===== config.mk =====
export PLATFORM = sky130hd
export DESIGN_NAME = multi_tank_overlay
export DESIGN_NICKNAME = d
export VERILOG_FILES = /design/src/rtl/multi_tank_overlay.sv
export SDC_FILE = /design/constraint.sdc
export NUM_CORES = 1
export LEC_CHECK = 0
export ABC_CLOCK_PERIOD_IN_PS = 8200
export BUFFER_PORTS_ARGS = -buffer_cell sky130_fd_sc_hd__buf_2
export CAP_MARGIN = 10
export CORE_ASPECT_RATIO = 2
export CORE_MARGIN = 3
export CORE_UTILIZATION = 62
export DETAILED_ROUTE_END_ITERATION = 10
export MAX_ROUTING_LAYER = met4
export PLACE_DENSITY = 0.85
export SYNTH_ARGS = -nofsm -noshare
export SYNTH_HDL_FRONTEND = slang
export SYNTH_SLANG_ARGS = --single-unit
export TNS_END_PERCENT = 10

===== constraint.sdc =====
create_clock -name clk -period 8.2 [get_ports clk]
set_input_delay 1.64 -clock clk [delete_from_list [all_inputs] [get_ports clk]]
set_output_delay 1.64 -clock clk [all_outputs]
set_load 0.01 [all_outputs]

===== src/rtl/multi_tank_overlay.sv =====
// Overlays up to N_TANKS opponent tank sprites on a video stream. Positions are
// double-buffered and committed once per frame at the vblank rising edge.
module multi_tank_overlay #(
  parameter int unsigned N_TANKS   = 2,
  parameter int unsigned SPR_W     = 64,
  parameter int unsigned SPR_H     = 64,
  parameter int unsigned COORD_W   = 10,
  parameter logic [11:0] KEY_COLOR = 12'h000
) (
  input  logic                                  clk,
  input  logic                                  rst,
  input  logic [10:0]                           hcount,
  input  logic [9:0]                            vcount,
  input  logic                                  hsync,
  input  logic                                  vsync,
  input  logic                                  hblnk,
  input  logic                                  vblnk,
  input  logic [11:0]                           rgb_in,
  input  logic                                  select,
  input  logic                                  pos_valid,
  output logic                                  pos_ready,
  input  logic [2:0]                            pos_id,
  input  logic [COORD_W-1:0]                    pos_x,
  input  logic [COORD_W-1:0]                    pos_y,
  input  logic                                  pos_alive,
  output logic [$clog2(SPR_W*SPR_H)-1:0]        pixel_addr,
  input  logic [11:0]                           rgb_pixel,
  output logic [10:0]                           hcount_out,
  output logic [9:0]                            vcount_out,
  output logic                                  hsync_out,
  output logic                                  vsync_out,
  output logic                                  hblnk_out,
  output logic                                  vblnk_out,
  output logic                                  select_out,
  output logic [11:0]                           rgb_out,
  output logic                                  overlap_flag
);

  localparam int unsigned AW = $clog2(SPR_W*SPR_H);
  localparam int unsigned SW = (COORD_W + 2 > 12) ? COORD_W + 2 : 12;
  localparam int unsigned TW = 11 + 10 + 5 + 12;

  logic [COORD_W-1:0] sh_x  [N_TANKS];
  logic [COORD_W-1:0] sh_y  [N_TANKS];
  logic [COORD_W-1:0] act_x [N_TANKS];
  logic [COORD_W-1:0] act_y [N_TANKS];
  logic [N_TANKS-1:0] sh_alive, act_alive;

  logic vblnk_q, commit_q, sticky;
  logic vblnk_rise_c;

  logic [N_TANKS-1:0] cover_c;
  logic               hit_c, multi_c;
  logic [COORD_W-1:0] win_x, win_y;
  logic [SW-1:0]      h_ext, v_ext, dx_c, dy_c;
  logic [AW-1:0]      addr_c;

  logic [TW-1:0] s1_t, s2_t;
  logic          s1_hit, s2_hit;
  logic [10:0]   s2_hc;
  logic [9:0]    s2_vc;
  logic          s2_hs, s2_vs, s2_hb, s2_vb, s2_sel;
  logic [11:0]   s2_rgb;
  logic          draw_c;

  assign vblnk_rise_c = vblnk & ~vblnk_q;

  // Frame commit timing, write handshake and overlap bookkeeping
  always_ff @(posedge clk or negedge rst) begin
    if (!rst) begin
      vblnk_q      <= 1'b0;
      commit_q     <= 1'b0;
      pos_ready    <= 1'b0;
      sticky       <= 1'b0;
      overlap_flag <= 1'b0;
    end else begin
      vblnk_q   <= vblnk;
      commit_q  <= vblnk_rise_c;
      pos_ready <= ~vblnk_rise_c;
      if (commit_q) begin
        overlap_flag <= sticky;
        sticky       <= 1'b0;
      end else if (multi_c && select && !hblnk && !vblnk) begin
        sticky <= 1'b1;
      end
    end
  end

  // Shadow writes; ids beyond N_TANKS match no channel and are dropped
  always_ff @(posedge clk or negedge rst) begin
    if (!rst) begin
      for (int i = 0; i < int'(N_TANKS); i++) begin
        sh_x[i]  <= '0;
        sh_y[i]  <= '0;
        act_x[i] <= '0;
        act_y[i] <= '0;
      end
      sh_alive  <= '0;
      act_alive <= '0;
    end else begin
      if (commit_q) begin
        for (int i = 0; i < int'(N_TANKS); i++) begin
          act_x[i] <= sh_x[i];
          act_y[i] <= sh_y[i];
        end
        act_alive <= sh_alive;
      end
      if (pos_valid && pos_ready) begin
        for (int i = 0; i < int'(N_TANKS); i++) begin
          if (pos_id == 3'(i)) begin
            sh_x[i]     <= pos_x;
            sh_y[i]     <= pos_y;
            sh_alive[i] <= pos_alive;
          end
        end
      end
    end
  end

  assign h_ext = SW'(hcount);
  assign v_ext = SW'(vcount);

  // Sprite bounds evaluated wide enough that a sprite near the edge never wraps
  for (genvar g = 0; g < int'(N_TANKS); g++) begin : g_cov
    logic [SW-1:0] x_lo, y_lo;
    assign x_lo = SW'(act_x[g]);
    assign y_lo = SW'(act_y[g]);
    assign cover_c[g] = act_alive[g] &&
                        (h_ext >= x_lo) && (h_ext < x_lo + SW'(SPR_W)) &&
                        (v_ext >= y_lo) && (v_ext < y_lo + SW'(SPR_H));
  end

  // Lowest covering index wins; any second cover flags an overlap
  always_comb begin
    hit_c   = 1'b0;
    multi_c = 1'b0;
    win_x   = '0;
    win_y   = '0;
    for (int i = 0; i < int'(N_TANKS); i++) begin
      if (cover_c[i]) begin
        if (hit_c) begin
          multi_c = 1'b1;
        end else begin
          hit_c = 1'b1;
          win_x = act_x[i];
          win_y = act_y[i];
        end
      end
    end
  end

  assign dx_c   = h_ext - SW'(win_x);
  assign dy_c   = v_ext - SW'(win_y);
  assign addr_c = hit_c ? (AW'(dy_c) * AW'(SPR_W) + AW'(dx_c)) : '0;

  assign {s2_hc, s2_vc, s2_hs, s2_vs, s2_hb, s2_vb, s2_sel, s2_rgb} = s2_t;
  assign draw_c = s2_hit && s2_sel && !(s2_hb || s2_vb) && (rgb_pixel != KEY_COLOR);

  // Three-stage video pipeline; stage 2 waits for the ROM read
  always_ff @(posedge clk or negedge rst) begin
    if (!rst) begin
      s1_t       <= '0;
      s1_hit     <= 1'b0;
      pixel_addr <= '0;
      s2_t       <= '0;
      s2_hit     <= 1'b0;
      hcount_out <= '0;
      vcount_out <= '0;
      hsync_out  <= 1'b0;
      vsync_out  <= 1'b0;
      hblnk_out  <= 1'b0;
      vblnk_out  <= 1'b0;
      select_out <= 1'b0;
      rgb_out    <= 12'h000;
    end else begin
      s1_t       <= {hcount, vcount, hsync, vsync, hblnk, vblnk, select, rgb_in};
      s1_hit     <= hit_c;
      pixel_addr <= addr_c;
      s2_t       <= s1_t;
      s2_hit     <= s1_hit;
      hcount_out <= s2_hc;
      vcount_out <= s2_vc;
      hsync_out  <= s2_hs;
      vsync_out  <= s2_vs;
      hblnk_out  <= s2_hb;
      vblnk_out  <= s2_vb;
      select_out <= s2_sel;
      rgb_out    <= draw_c ? rgb_pixel : s2_rgb;
    end
  end

endmodule


* Word level (Yosys, flattened, before mapping)
Index checks and enable logic that the tools add are counted.
** Storage, ports and cells
- Register bits after elaboration :: 217
- Bits in latches :: 0
- Memory bits (writable) :: 0
- ROM bits :: 0
- Bits of input ports :: 77
- Output and inout bits :: 52
- Logic and storage cells :: 86
- Memories :: 0
** Operators by class
- $add $sub $neg :: 7
- Multiply operators :: 0
- Divide/modulo/power cells :: 0
- Order comparisons :: 8
- Eq/ne operators :: 1
- Shifts and indexed selects :: 0
- Muxes and demuxes :: 14
- Bitwise operators :: 3
- Reduce and logical (&&, ||, !) cells :: 24
** Operators by type and width (count)
- adder 10 x 7 -> 11 bit, second input constant :: 4
- two-way mux 10 bit :: 3
- two-way mux 12 bit :: 2
- greater-or-equal comparator 11 x 10 -> 1 bit :: 2
- less-than comparator 10 x 11 -> 1 bit :: 2
- less-than comparator 11 bit :: 2
- greater-or-equal comparator 10 bit :: 2
- two-way mux 6 bit :: 3
- logical AND 1 bit :: 15
- adder 12 bit :: 1
- nonzero test 12 bit :: 1
- subtractor 11 x 10 -> 12 bit :: 1
- two-way mux 1 bit :: 6
- subtractor 6 bit :: 1
- AND reduction 2 bit :: 2
- equality test 3 x 1 -> 1 bit, second input constant :: 1
- zero test 1 bit :: 3
- zero test 3 bit :: 1
- NOT 1 bit :: 2
- nonzero test 2 bit :: 1
- AND 1 bit :: 1
- logical OR 1 bit :: 1

* Longest topological paths before layout
Gate-level depths: netlist (run 1).
- Depth in word-level cells :: 13
- Mapped depth :: 26
- Gate-level depth less buffers :: 24

* Least setup slack after synthesis (run 1)
OpenSTA, ideal clock, no wires.
- Path kind :: input-to-reg
- From :: in vcount[3]
- To :: reg pixel_addr[11]
- Setup time :: 0.121 ns
- Arrival time :: 5.927 ns
- Path slack :: 2.152 ns
- Cell stages on the path :: 21
- Buffers on the path :: 2
- Cell sequence :: ha_1 -> a2111oi_0 -> a21oi_1 -> a41oi_1 -> and4_1 -> buf_2 -> buf_2 -> nand2_1 -> o21ai_0 -> ha_1 -> inv_2 -> fa_1 -> xor2_1 -> fa_1 -> ha_1 -> o41a_1 -> a21o_1 -> a21oi_4 -> xnor2_2 -> xnor2_1 -> a22o_1
** On the way
- Longest elaborated chain between the ends :: 9
- Elaborated cells between the ends (all ways) :: 20
- Those cells by class :: add/sub (3); order compare (4); mux (9); reduce/logical (4)
** Ends and longest elaborated chain
- start: declaration :: RTL line 13 : input logic [9:0] vcount,
- greater-or-equal comparator 10 bit :: RTL line 130 : (v_ext >= y_lo) && (v_ext < y_lo + SW'(SPR_H));
- logical AND 1 bit :: RTL line 129 : (h_ext >= x_lo) && (h_ext < x_lo + SW'(SPR_W)) &&
- logical AND 1 bit :: RTL line 130
- two-way mux 10 bit, or another cell as far along :: RTL line 140 : if (cover_c[i]) begin
- two-way mux 10 bit or two-way mux 6 bit (tied branches) :: RTL line 141 : if (hit_c) begin
- two-way mux 10 bit or two-way mux 6 bit (tied branches) :: RTL line 140
- subtractor 11 x 10 -> 12 bit or subtractor 6 bit (tied branches) :: RTL line 152, 153
- adder 12 bit :: RTL line 154 : assign addr_c = hit_c ? (AW'(dy_c) * AW'(SPR_W) + AW'(dx_c)) : '0;
- two-way mux 12 bit (*) :: RTL line 154
- named net addr_c[11] :: RTL line 56 : logic [AW-1:0] addr_c;
- end signal: assignment :: RTL line 178 : pixel_addr <= addr_c;
- end: declaration :: RTL line 26 : output logic [$clog2(SPR_W*SPR_H)-1:0] pixel_addr,
Mark *: on every way through the listed nets, which the timed path passes. The rest lies on a longest branch.
A chain may end at the register's enable or synchronous reset.

* Final worst setup path (run 1)
- From :: in vcount[9]
- To :: reg pixel_addr[11]
Same word-level chain as after synthesis.

==> impl_metrics.tcl, run 1 <==
set metrics [dict create \
    p_leak_nw 5.105 \
    core_area_um2 14510 \
    avgViaCountPerCell 5.572 \
    ys.flop_type "dfrtp_1" \
    async_flop_share 1.000 \
    worst-path-max-fanout 18 \
    cts_resized 0 \
    place_inst 1038 \
    cts_sinks 216 \
    die-area_um2 16470 \
    syn_area_per_cell_um2 12.57 \
    dr_total_vias 5968 \
    seqPwrFrac 0.467 \
    cts_tree "done" \
    die_w_um 92.27 \
    path_class "in -> reg" \
    reg2regPathDepth 22 \
    fin_nets 1034 \
    clock_power_share 0.327 \
    vdd_drop_max_v 0.0001987 \
    grt_max_degree 133 \
    cts.hold.buffers_added 0 \
    drc 0 \
    syn_area_um2 9228 \
    setup_viol 0 \
    drtIter0Drc 270 \
    cp-start-kind "primary input" \
    io_pins 129 \
    layout.cells.non_filler 1071 \
    clockBufferDepth 3 \
    drt_wl_total_um 19270 \
    final_cell_mix "dfrtp_1, buf_2, ha_1, mux2_2, inv_1" \
    worst_ep_arrival_time_ns 6.63 \
    power.density_nw_per_um2 254.8 \
    yosysWarnings 0 \
    synth_edf_count 0 \
    fin_area_um2 10690 \
    rsz0062_at_grt "false" \
    swShare 0.2791 \
    worstPathRequired_ns 8.57 \
    timing.setup.tns_ns 0 \
    start_util 0.6361 \
    cts-buffers-inserted 19 \
    clock.fmax_mhz 159.8 \
    final_util 0.7370 \
    wl_per_cell_um 17.99 \
    fin_skew_ns 0.009075 \
    internal-power_mw 1.964 \
    syn2layout_area_growth_pct 15.86 \
    slew_viol_final 0 \
    combPwrFrac 0.206 \
    synth-seq-area-share 0.5858 \
    hpwlAfterDp_um 13970 \
    cts_setup_buffers 0 \
    layout_min_cycle_time_ns 6.260 \
    globalplace.congestion 0.9440 \
    power_mw 2.724 \
    yosys_register_bits 216 \
    grt_overflow 0 \
    synth.distinct_cells 47 \
    hold_class "reg -> reg" \
    clkTransAtPathRegs_ns 0.07 \
    max_slew_margin 0.3375 \
    drive_above_1_share 0.2605 \
    grt_pass1_vias 6377 \
    final_antenna_net_count 0 \
    final_common_cell "dfrtp_1" \
    fill_cells 997 \
    hold_viol_final 0 \
    root_buffer "clkbuf_16" \
    grt_pass1_wl_um 31230 \
    port_buffers 128 \
    tightest_slew_ns 0.9938 \
    drv_cap 0 \
    crit_path_end_kind "register" \
    dr.pass1.iters 4 \
    synth_cells 734 \
    antenna_cells 0 \
    place_area_um2 10070 \
    outcome "finished clean" \
    fp-row-count 62 \
    power_switching_uw 760.2 \
    syn-num-nets 901 \
    clkLatencyLatePin_ns 0.49 \
    die_h_um 178.5 \
    htreeDepth 1 \
    grtUsageTotal 0.2503 \
    hold_depth 0 \
    antenna_found_initial 0 \
    finalCritPeriodShare 0.7634 \
]
==> worst max-delay path, stage by stage <==
cell	delay, ns
buf_2	0.15
ha_1	0.31
a21o_1	0.18
a2111oi_0	0.39
o2111ai_1	0.24
and4b_1	0.29
buf_4	0.22
nand2_1	0.08
o21ai_0	0.20
ha_1	0.21
inv_2	0.05
fa_1	0.39
xor2_1	0.25
fa_1	0.46
ha_1	0.26
o41a_1	0.48
a21o_1	0.23
a21oi_4	0.16
xnor2_2	0.11
xnor2_1	0.14
a22o_1	0.20
==> registers in the layout (all words and copies together), names as in the netlist, 2 cells and up <==
name        flops
hcount_out     11
s1_t           38
vcount_out     10
s2_t           38
rgb_out        12
act_x          20
pixel_addr     12
sh_y           20
act_alive       2
sh_alive        2
act_y          20
sh_x           20
==> through the flow <==
step / setup slack, ns / hold slack [ns]
floorplan: 2.152 / 0.3312
finish: 1.940 / 0.3461
detailed placement: 1.505 / 0.3347
CTS: 1.926 / 0.3446
global placement: 1.619 / 0.3316
global route: 1.594 / 0.3516
==> cell usage after synthesis, types with 3 or more instances <==
master     count  share of area
buf_2          5         0.0027
nand3_1       17         0.0092
clkbuf_1      12         0.0049
a2111oi_0      3         0.0028
ha_1          84           0.11
o21ai_0       53          0.029
and4_1         3         0.0028
a21o_1        11         0.0089
a21oi_1       17         0.0092
a22oi_1       12         0.0098
o21a_1         5         0.0041
o2111ai_1      7         0.0066
nor2b_1        8         0.0054
nand2b_1       5         0.0034
a211oi_1       6         0.0049
mux2_2        58          0.071
dfrtp_1      216           0.59
nand4_1        4         0.0027
nand2_1       54          0.022
fa_1           6          0.013
inv_1         56          0.023
nor3_1         4         0.0022
xor2_1         6         0.0057
xnor2_1       16          0.015
nor4_1         5         0.0034
nor2_1        33          0.013
==> kinds of logic (layout without fill, tap and decap cells) <==
| group | Yosys count | in the layout | synth area share |
|---|---|---|---|
| AOI/OAI and AO/OA | 130 | 130 | 0.09112 |
| adders and majority gates | 90 | 90 | 0.1269 |
| DFF | 216 | 216 | 0.5858 |
| xor gates and xnor gates | 23 | 23 | 0.02264 |
| buffers and inverters | 78 | 223 | 0.03322 |
| muxes | 58 | 58 | 0.07078 |
| and+or+nand+nor | 139 | 139 | 0.06956 |
==> power groups by stage <==
stage / Sequential, mW / Combinational, mW / Clock (mW)
finish: 1.27 / 0.560 / 0.891
global route: 1.29 / 0.635 / 0.954
CTS: 1.27 / 0.566 / 0.910
detailed placement: 1.29 / 0.552 / 0
global placement: 1.28 / 0.534 / 0
floorplan: 1.27 / 0.385 / 0
==> per-layer routing <==
metal | GRT usage | vias up | wire length, um
li1 | - | 2794 | -
met1 | 0.2627 | 2948 | 6966
met2 | 0.4655 | 166 | 10740
met3 | 0.03039 | 60 | 751
met4 | 0.1098 | 0 | 811
met5 | - | - | 0
==> cell type report <==
class / instances / area (um2) / area share
tap: 192 / 240.2 / 0.02247
clock buffer: 25 / 518.0 / 0.04845
inverter: 57 / 214.0 / 0.02001
multi-input combinational: 440 / 3522 / 0.3294
sequential: 216 / 5406 / 0.5057
timing repair buffer: 133 / 686.9 / 0.06425
clock inverter: 8 / 103.9 / 0.009713
==> final timing paths <==
path	to	from	slack [ns]
worst max-delay path	pixel_addr[11]$_DFF_PN0_	vcount[9]	1.94
worst min-delay path	hcount_out[10]$_DFF_PN0_	s2_t[37]$_DFF_PN0_	0.35
worst max register to register	pixel_addr[11]$_DFF_PN0_	act_y[8]$_DFFE_PN0P_	2.63
worst min register to register	hcount_out[10]$_DFF_PN0_	s2_t[37]$_DFF_PN0_	0.35
max in group asynchronous	act_x[15]$_DFFE_PN0P_	rst	5.31
min in group asynchronous	s2_t[22]$_DFF_PN0_	rst	1.32
No activity file was read; power rests on OpenSTA's default activity.
==> inputs of run 2 (changes only) <==
--- a/config.mk
+++ b/config.mk
@@ -5,15 +5,15 @@
 export SDC_FILE = /design/constraint.sdc
 export NUM_CORES = 1
 export LEC_CHECK = 0
-export ABC_CLOCK_PERIOD_IN_PS = 8200
+export ABC_CLOCK_PERIOD_IN_PS = 5450
 export BUFFER_PORTS_ARGS = -buffer_cell sky130_fd_sc_hd__buf_2
 export CAP_MARGIN = 10
 export CORE_ASPECT_RATIO = 2
 export CORE_MARGIN = 3
-export CORE_UTILIZATION = 62
+export CORE_UTILIZATION = 52
 export DETAILED_ROUTE_END_ITERATION = 10
 export MAX_ROUTING_LAYER = met4
-export PLACE_DENSITY = 0.85
+export PLACE_DENSITY = 0.76
 export SYNTH_ARGS = -nofsm -noshare
 export SYNTH_HDL_FRONTEND = slang
 export SYNTH_SLANG_ARGS = --single-unit
==> constraint.sdc (replaced) <==
create_clock -name clk -period 5.45 [get_ports clk]
set_input_delay 1.09 -clock clk [delete_from_list [all_inputs] [get_ports clk]]
set_output_delay 1.09 -clock clk [all_outputs]
set_load 0.01 [all_outputs]
==> run 2 against run 1 <==
- sequential cell count unchanged
- register-to-register slack got worse by 2.3 ns
- count of clock-buffer cells in the layout decreased by 3
- sequential share of layout area decreased by 2.9 points
- critical path type unchanged
- clock power increased by 65%
- largest power group unchanged
- die area increased by 18%
- utilization decreased by 8.4 points
- global-route usage decreased by 4.4 points
- first-iteration DRC count decreased by 32%
- non-clock buffer count increased by 62
- cell count increased by 7.7%
- sequential power increased by 50%
- largest cell class unchanged
==> impl_metrics.tcl, run 2 (synthesized netlist as in run 1, its figures left out) <==
set metrics [dict create \
    grt_pass1_wl_um 31340 \
    core_area_um2 17360 \
    wl_per_cell_um 16.51 \
    final_cell_mix "dfrtp_1, buf_2, ha_1, buf_4, mux2_2" \
    crit_cells 21 \
    port_buffers 128 \
    p_leak_nw 5.453 \
    max_stage_delay_ns 0.45 \
    clock.fmax_mhz 190.0 \
    final_antenna_net_count 0 \
    drv_cap 0 \
    cp-start-kind "primary input" \
    path_class "in -> reg" \
    cts_tree "done" \
    slew_viol_final 0 \
    power.density_nw_per_um2 381.6 \
    hold_depth 0 \
    syn2layout_area_growth_pct 22.85 \
    drive_above_1_share 0.3199 \
    tightest_slew_ns 0.9977 \
    crit_path_end_kind "register" \
    grt_max_degree 119 \
    hold_viol_final 0 \
    fin_nets 1096 \
    drtIter0Drc 183 \
    clkLatencyLatePin_ns 0.48 \
    fp-row-count 68 \
    avgViaCountPerCell 5.293 \
    cts-buffers-inserted 19 \
    fill_cells 1355 \
    cp_top_family "compound AO/OA/AOI/OAI gates" \
    layout.cells.non_filler 1153 \
    place_inst 1118 \
    clkTransAtPathRegs_ns 0.07 \
    crit_buf_inv 3 \
    hpwlAfterDp_um 14670 \
    layout_min_cycle_time_ns 5.263 \
    die_w_um 100.2 \
    clockBufferDepth 3 \
    dr.pass1.iters 6 \
    cts_sinks 216 \
    setup_viol 0 \
    cts.hold.buffers_added 0 \
    final_common_cell "dfrtp_1" \
    root_buffer "clkbuf_16" \
    hold_class "reg -> reg" \
    path_cells "buf_2 -> ha_1 -> a2111oi_2 -> buf_4 -> a21oi_1 -> a41oi_2 -> and4_4 -> nand2_1 -> o21ai_1 -> ha_2 -> inv_2 -> fa_1 -> xor2_1 -> fa_1 -> ha_1 -> o41a_1 -> a21o_1 -> a21oi_4 -> xnor2_2 -> xnor2_1 -> a22o_1" \
    io_pins 129 \
    die_h_um 194.4 \
    antenna_found_initial 2 \
    grtUsageTotal 0.2066 \
    max_slew_margin 0.3333 \
    dr_total_vias 6103 \
    reg2regPathDepth 23 \
    fin_skew_ns 0.009971 \
    finalCritPeriodShare 0.9656 \
    drc 0 \
    crit_slowest_cell "o41a_1" \
    top_regs "s1_t x38, s2_t x38" \
    htreeDepth 1 \
    worst_ep_arrival_time_ns 5.63 \
    grt_overflow 0 \
    globalplace.congestion 0.9858 \
    vdd_drop_max_v 0.0002587 \
    rsz0062_at_grt "false" \
    grt_pass1_vias 6510 \
    worstPathRequired_ns 5.82 \
    die-area_um2 19480 \
    worst-path-max-fanout 5 \
    timing.setup.tns_ns 0 \
    outcome "finished clean" \
    start_util 0.5316 \
    drt_wl_total_um 19040 \
]
-- run 2: final timing paths --
| kind | startpoint | to | slack (ns) |
|---|---|---|---|
| worst max-delay path | vcount[3] | pixel_addr[11]$_DFF_PN0_ | 0.19 |
| worst min-delay path | s2_t[19]$_DFF_PN0_ | vcount_out[2]$_DFF_PN0_ | 0.35 |
| worst max register to register | act_x[6]$_DFFE_PN0P_ | pixel_addr[11]$_DFF_PN0_ | 0.28 |
| worst min register to register | s2_t[19]$_DFF_PN0_ | vcount_out[2]$_DFF_PN0_ | 0.35 |
| max in group asynchronous | rst | sh_x[11]$_DFFE_PN0P_ | 3.71 |
| min in group asynchronous | rst | rgb_out[2]$_DFF_PN0_ | 0.73 |
-- run 2: stage by stage --
stage                     hold slack (ns)  power (mW)  area (um2)    util  setup slack, ns
after floorplan                    0.3312       2.497        9236       -          0.01060
after global placement             0.3317       2.829       10590  0.6101          -0.3339
after detailed placement           0.3347       2.872       10590  0.6101          -0.4841
after CTS                          0.3465       4.355       11280  0.6501          0.01214
after global routing               0.3514       4.570       11340  0.6531       0.00007105
final                              0.3467       4.326       11340  0.6531           0.1875
-- run 2: final cells by class --
class	count	area [um2]	area share
well taps	210	262.8	0.02318
flip-flops and latches	216	5406	0.4769
inverters	57	214.0	0.01887
diodes	2	5.005	0.0004415
clock inverters	11	197.7	0.01744
multi-input cells	440	3576	0.3155
repair buffers	195	1177	0.1039
clock buffers	22	496.7	0.04382
-- run 2: power breakdown --
group | internal, mW | switching (mW) | total (mW)
combinational | 0.463 | 0.479 | 0.942
sequential | 1.80 | 0.111 | 1.91
clock | 0.898 | 0.574 | 1.47
-- run 2: repair_timing --
action                     in CTS  in global routing
buffers inserted                0                  0
setup endpoints to repair       0                  1
gates resized for setup         0                 12
-- run 2: routing by layer --
| layer | part of all wire | vias to the layer above | wire [um] | global-route usage |
|---|---|---|---|---|
| li1 | - | 2922 | - | - |
| met1 | 0.36 | 2965 | 6794 | 0.2201 |
| met2 | 0.55 | 165 | 10410 | 0.3658 |
| met3 | 0.048 | 51 | 915 | 0.02945 |
| met4 | 0.048 | 0 | 922 | 0.1019 |
| met5 | 0 | - | 0 | - |
==> inputs of run 3 (changes only) <==
--- a/config.mk
+++ b/config.mk
@@ -8,12 +8,13 @@
 export ABC_CLOCK_PERIOD_IN_PS = 5450
 export BUFFER_PORTS_ARGS = -buffer_cell sky130_fd_sc_hd__buf_2
 export CAP_MARGIN = 10
-export CORE_ASPECT_RATIO = 2
+export CORE_ASPECT_RATIO = 0.7
 export CORE_MARGIN = 3
 export CORE_UTILIZATION = 52
 export DETAILED_ROUTE_END_ITERATION = 10
 export MAX_ROUTING_LAYER = met4
 export PLACE_DENSITY = 0.76
+export RECOVER_POWER = 50
 export SYNTH_ARGS = -nofsm -noshare
 export SYNTH_HDL_FRONTEND = slang
 export SYNTH_SLANG_ARGS = --single-unit
==> run 3 against run 2 <==
- the run now ends with max-capacitance violations, max-slew violations left
- maximum frequency is 1.8% higher
- utilization decreased by 1.4 points
- sequential power about the same
- total power down 2.5%
- clock power decreased by 5%
- via count down 2.8%
- critical path depth stayed put
- worst setup slack improved by 0.091 ns
- non-clock buffer count shrank 27
- clock skew is 0.0021 ns lower
- hold slack worse by 0.0064 ns
==> impl_metrics.tcl, run 3 (synthesized netlist as in run 1, its figures left out) <==
set metrics [dict create \
    outcome "finished, violations left" \
    failed_checks "max-capacitance violations, max-slew violations" \
    drive_above_1_share 0.2686 \
    dr_total_vias 5930 \
    path_class "in -> reg" \
    place_area_um2 10410 \
    drv_cap 2 \
    power_mw 4.216 \
    cts_sinks 216 \
    worst_ep_arrival_time_ns 5.55 \
    core_area_um2 17270 \
    cp-start-kind "primary input" \
    path_cells "clkbuf_1 -> ha_1 -> a21oi_1 -> nor2b_1 -> o21ai_0 -> o2111ai_1 -> and4b_1 -> nand2_1 -> o21ai_0 -> ha_1 -> inv_2 -> fa_1 -> xor2_1 -> fa_1 -> ha_1 -> o41a_1 -> a21o_1 -> a21oi_4 -> xnor2_2 -> xnor2_1 -> a22o_1" \
    fin_area_um2 11040 \
    fin_nets 1071 \
    antenna_found_initial 3 \
    fin_skew_ns 0.007885 \
    drc 0 \
    avgViaCountPerCell 5.157 \
    rr_startpoint "act_x[6]$_DFFE_PN0P_" \
    setup_viol 0 \
    grt_overflow 0 \
    cp_top_family "compound AO/OA/AOI/OAI gates" \
    globalplace.congestion 0.9172 \
    finalCritPeriodShare 0.9490 \
    start_util 0.5344 \
    wl_per_cell_um 16.44 \
    crit_buf_inv 2 \
    final_util 0.6395 \
    port_buffers 128 \
    htreeDepth 1 \
    worst-path-max-fanout 4 \
    clkLatencyLatePin_ns 0.49 \
    drt_wl_total_um 18910 \
    grt_pass1_wl_um 30840 \
    final_common_cell "dfrtp_1" \
    layout_min_cycle_time_ns 5.172 \
    hold_viol_final 0 \
    crit_slowest_cell "o41a_1" \
    tightest_slew_ns 3.129 \
    cts.hold.buffers_added 0 \
    final_antenna_net_count 0 \
    hold_class "reg -> reg" \
    clock.fmax_mhz 193.4 \
    hp-start "s1_t[25]$_DFF_PN0_" \
    path_common_cell "ha_1" \
    cts-buffers-inserted 21 \
    syn2layout_area_growth_pct 19.66 \
    hpwlAfterDp_um 14070 \
    final_cell_mix "dfrtp_1, buf_2, ha_1, mux2_2, inv_1" \
    fp-row-count 40 \
    p_leak_nw 5.249 \
    io_pins 129 \
    clockBufferDepth 3 \
    die_w_um 165.2 \
    cts_resized 0 \
    power.density_nw_per_um2 381.8 \
    max_slew_margin -1.086 \
    drtIter0Drc 528 \
    slew_viol_final 183 \
    dr.pass1.iters 5 \
    top_regs "s1_t x38, s2_t x38" \
    grt_pass1_vias 5787 \
    clkTransAtPathRegs_ns 0.06 \
    grt_max_degree 119 \
    crit_path_end_kind "register" \
    rsz0062_at_grt "false" \
    root_buffer "clkbuf_16" \
    grtUsageTotal 0.2072 \
    die-area_um2 19410 \
    max_stage_delay_ns 0.45 \
    vdd_drop_max_v 0.0001824 \
    die_h_um 117.5 \
    cts_setup_buffers 0 \
    cts_tree "done" \
    worstPathRequired_ns 5.83 \
    startpoint "hcount[8]" \
    fill_cells 1319 \
]
-- run 3: cell types whose count changed in the layout (fill, tap and decap cells not counted), sizes merged --
cell,delta
clkbuf,+30
clkinv,-3
diode,+1
clkinvlp,-1
bufinv,-4
inv,+1
buf,-48
-- run 3: layer usage --
metal / vias to the layer above / global-route usage / routed length [um]
met5: - / - / 0
met3: 22 / 0.04889 / 1447
met2: 157 / 0.2610 / 7451
met4: 0 / 0.04505 / 258
met1: 2862 / 0.3373 / 9752
li1: 2889 / - / -
-- run 3: final timing paths --
path | slack (ns) | endpoint | depth (start not counted)
min reg2reg | 0.34 | s2_t[25]$_DFF_PN0_ | 0
max | 0.28 | pixel_addr[11]$_DFF_PN0_ | 21
min | 0.34 | s2_t[25]$_DFF_PN0_ | 0
min in group asynchronous | 1.27 | vcount_out[4]$_DFF_PN0_ | 1
max in group asynchronous | 2.64 | commit_q$_DFF_PN0_ | 2
max reg2reg | 0.34 | pixel_addr[11]$_DFF_PN0_ | 22
-- run 3: area by class of cell --
class	instances	area [um2]	share of cell area
clock buffer	31	623.1	0.05643
antenna	3	7.507	0.0006799
inverter	57	214.0	0.01938
clock inverter	4	48.80	0.004419
tap	231	289.0	0.02618
timing repair buffer	168	924.6	0.08374
multi-input combinational	440	3528	0.3195
sequential	216	5406	0.4896
-- run 3: report_power, final --
group	switching, mW	internal [mW]	total (mW)	leakage [nW]
combinational	0.466	0.427	0.894	2.30
clock	0.567	0.835	1.40	0.333
sequential	0.118	1.80	1.92	2.61
-- run 3: stage by stage --
stage          cells  setup TNS [ns]  setup slack, ns  hold slack, ns
3_5_place_dp    1112         -0.2323          -0.2323          0.3347
6_report        1150               0           0.2780          0.3403
3_3_place_gp    1112         -0.1724          -0.1724          0.3314
5_1_grt         1150               0         0.002317          0.3470
4_1_cts         1147               0           0.2818          0.3385
2_1_floorplan    734               0          0.01060          0.3312
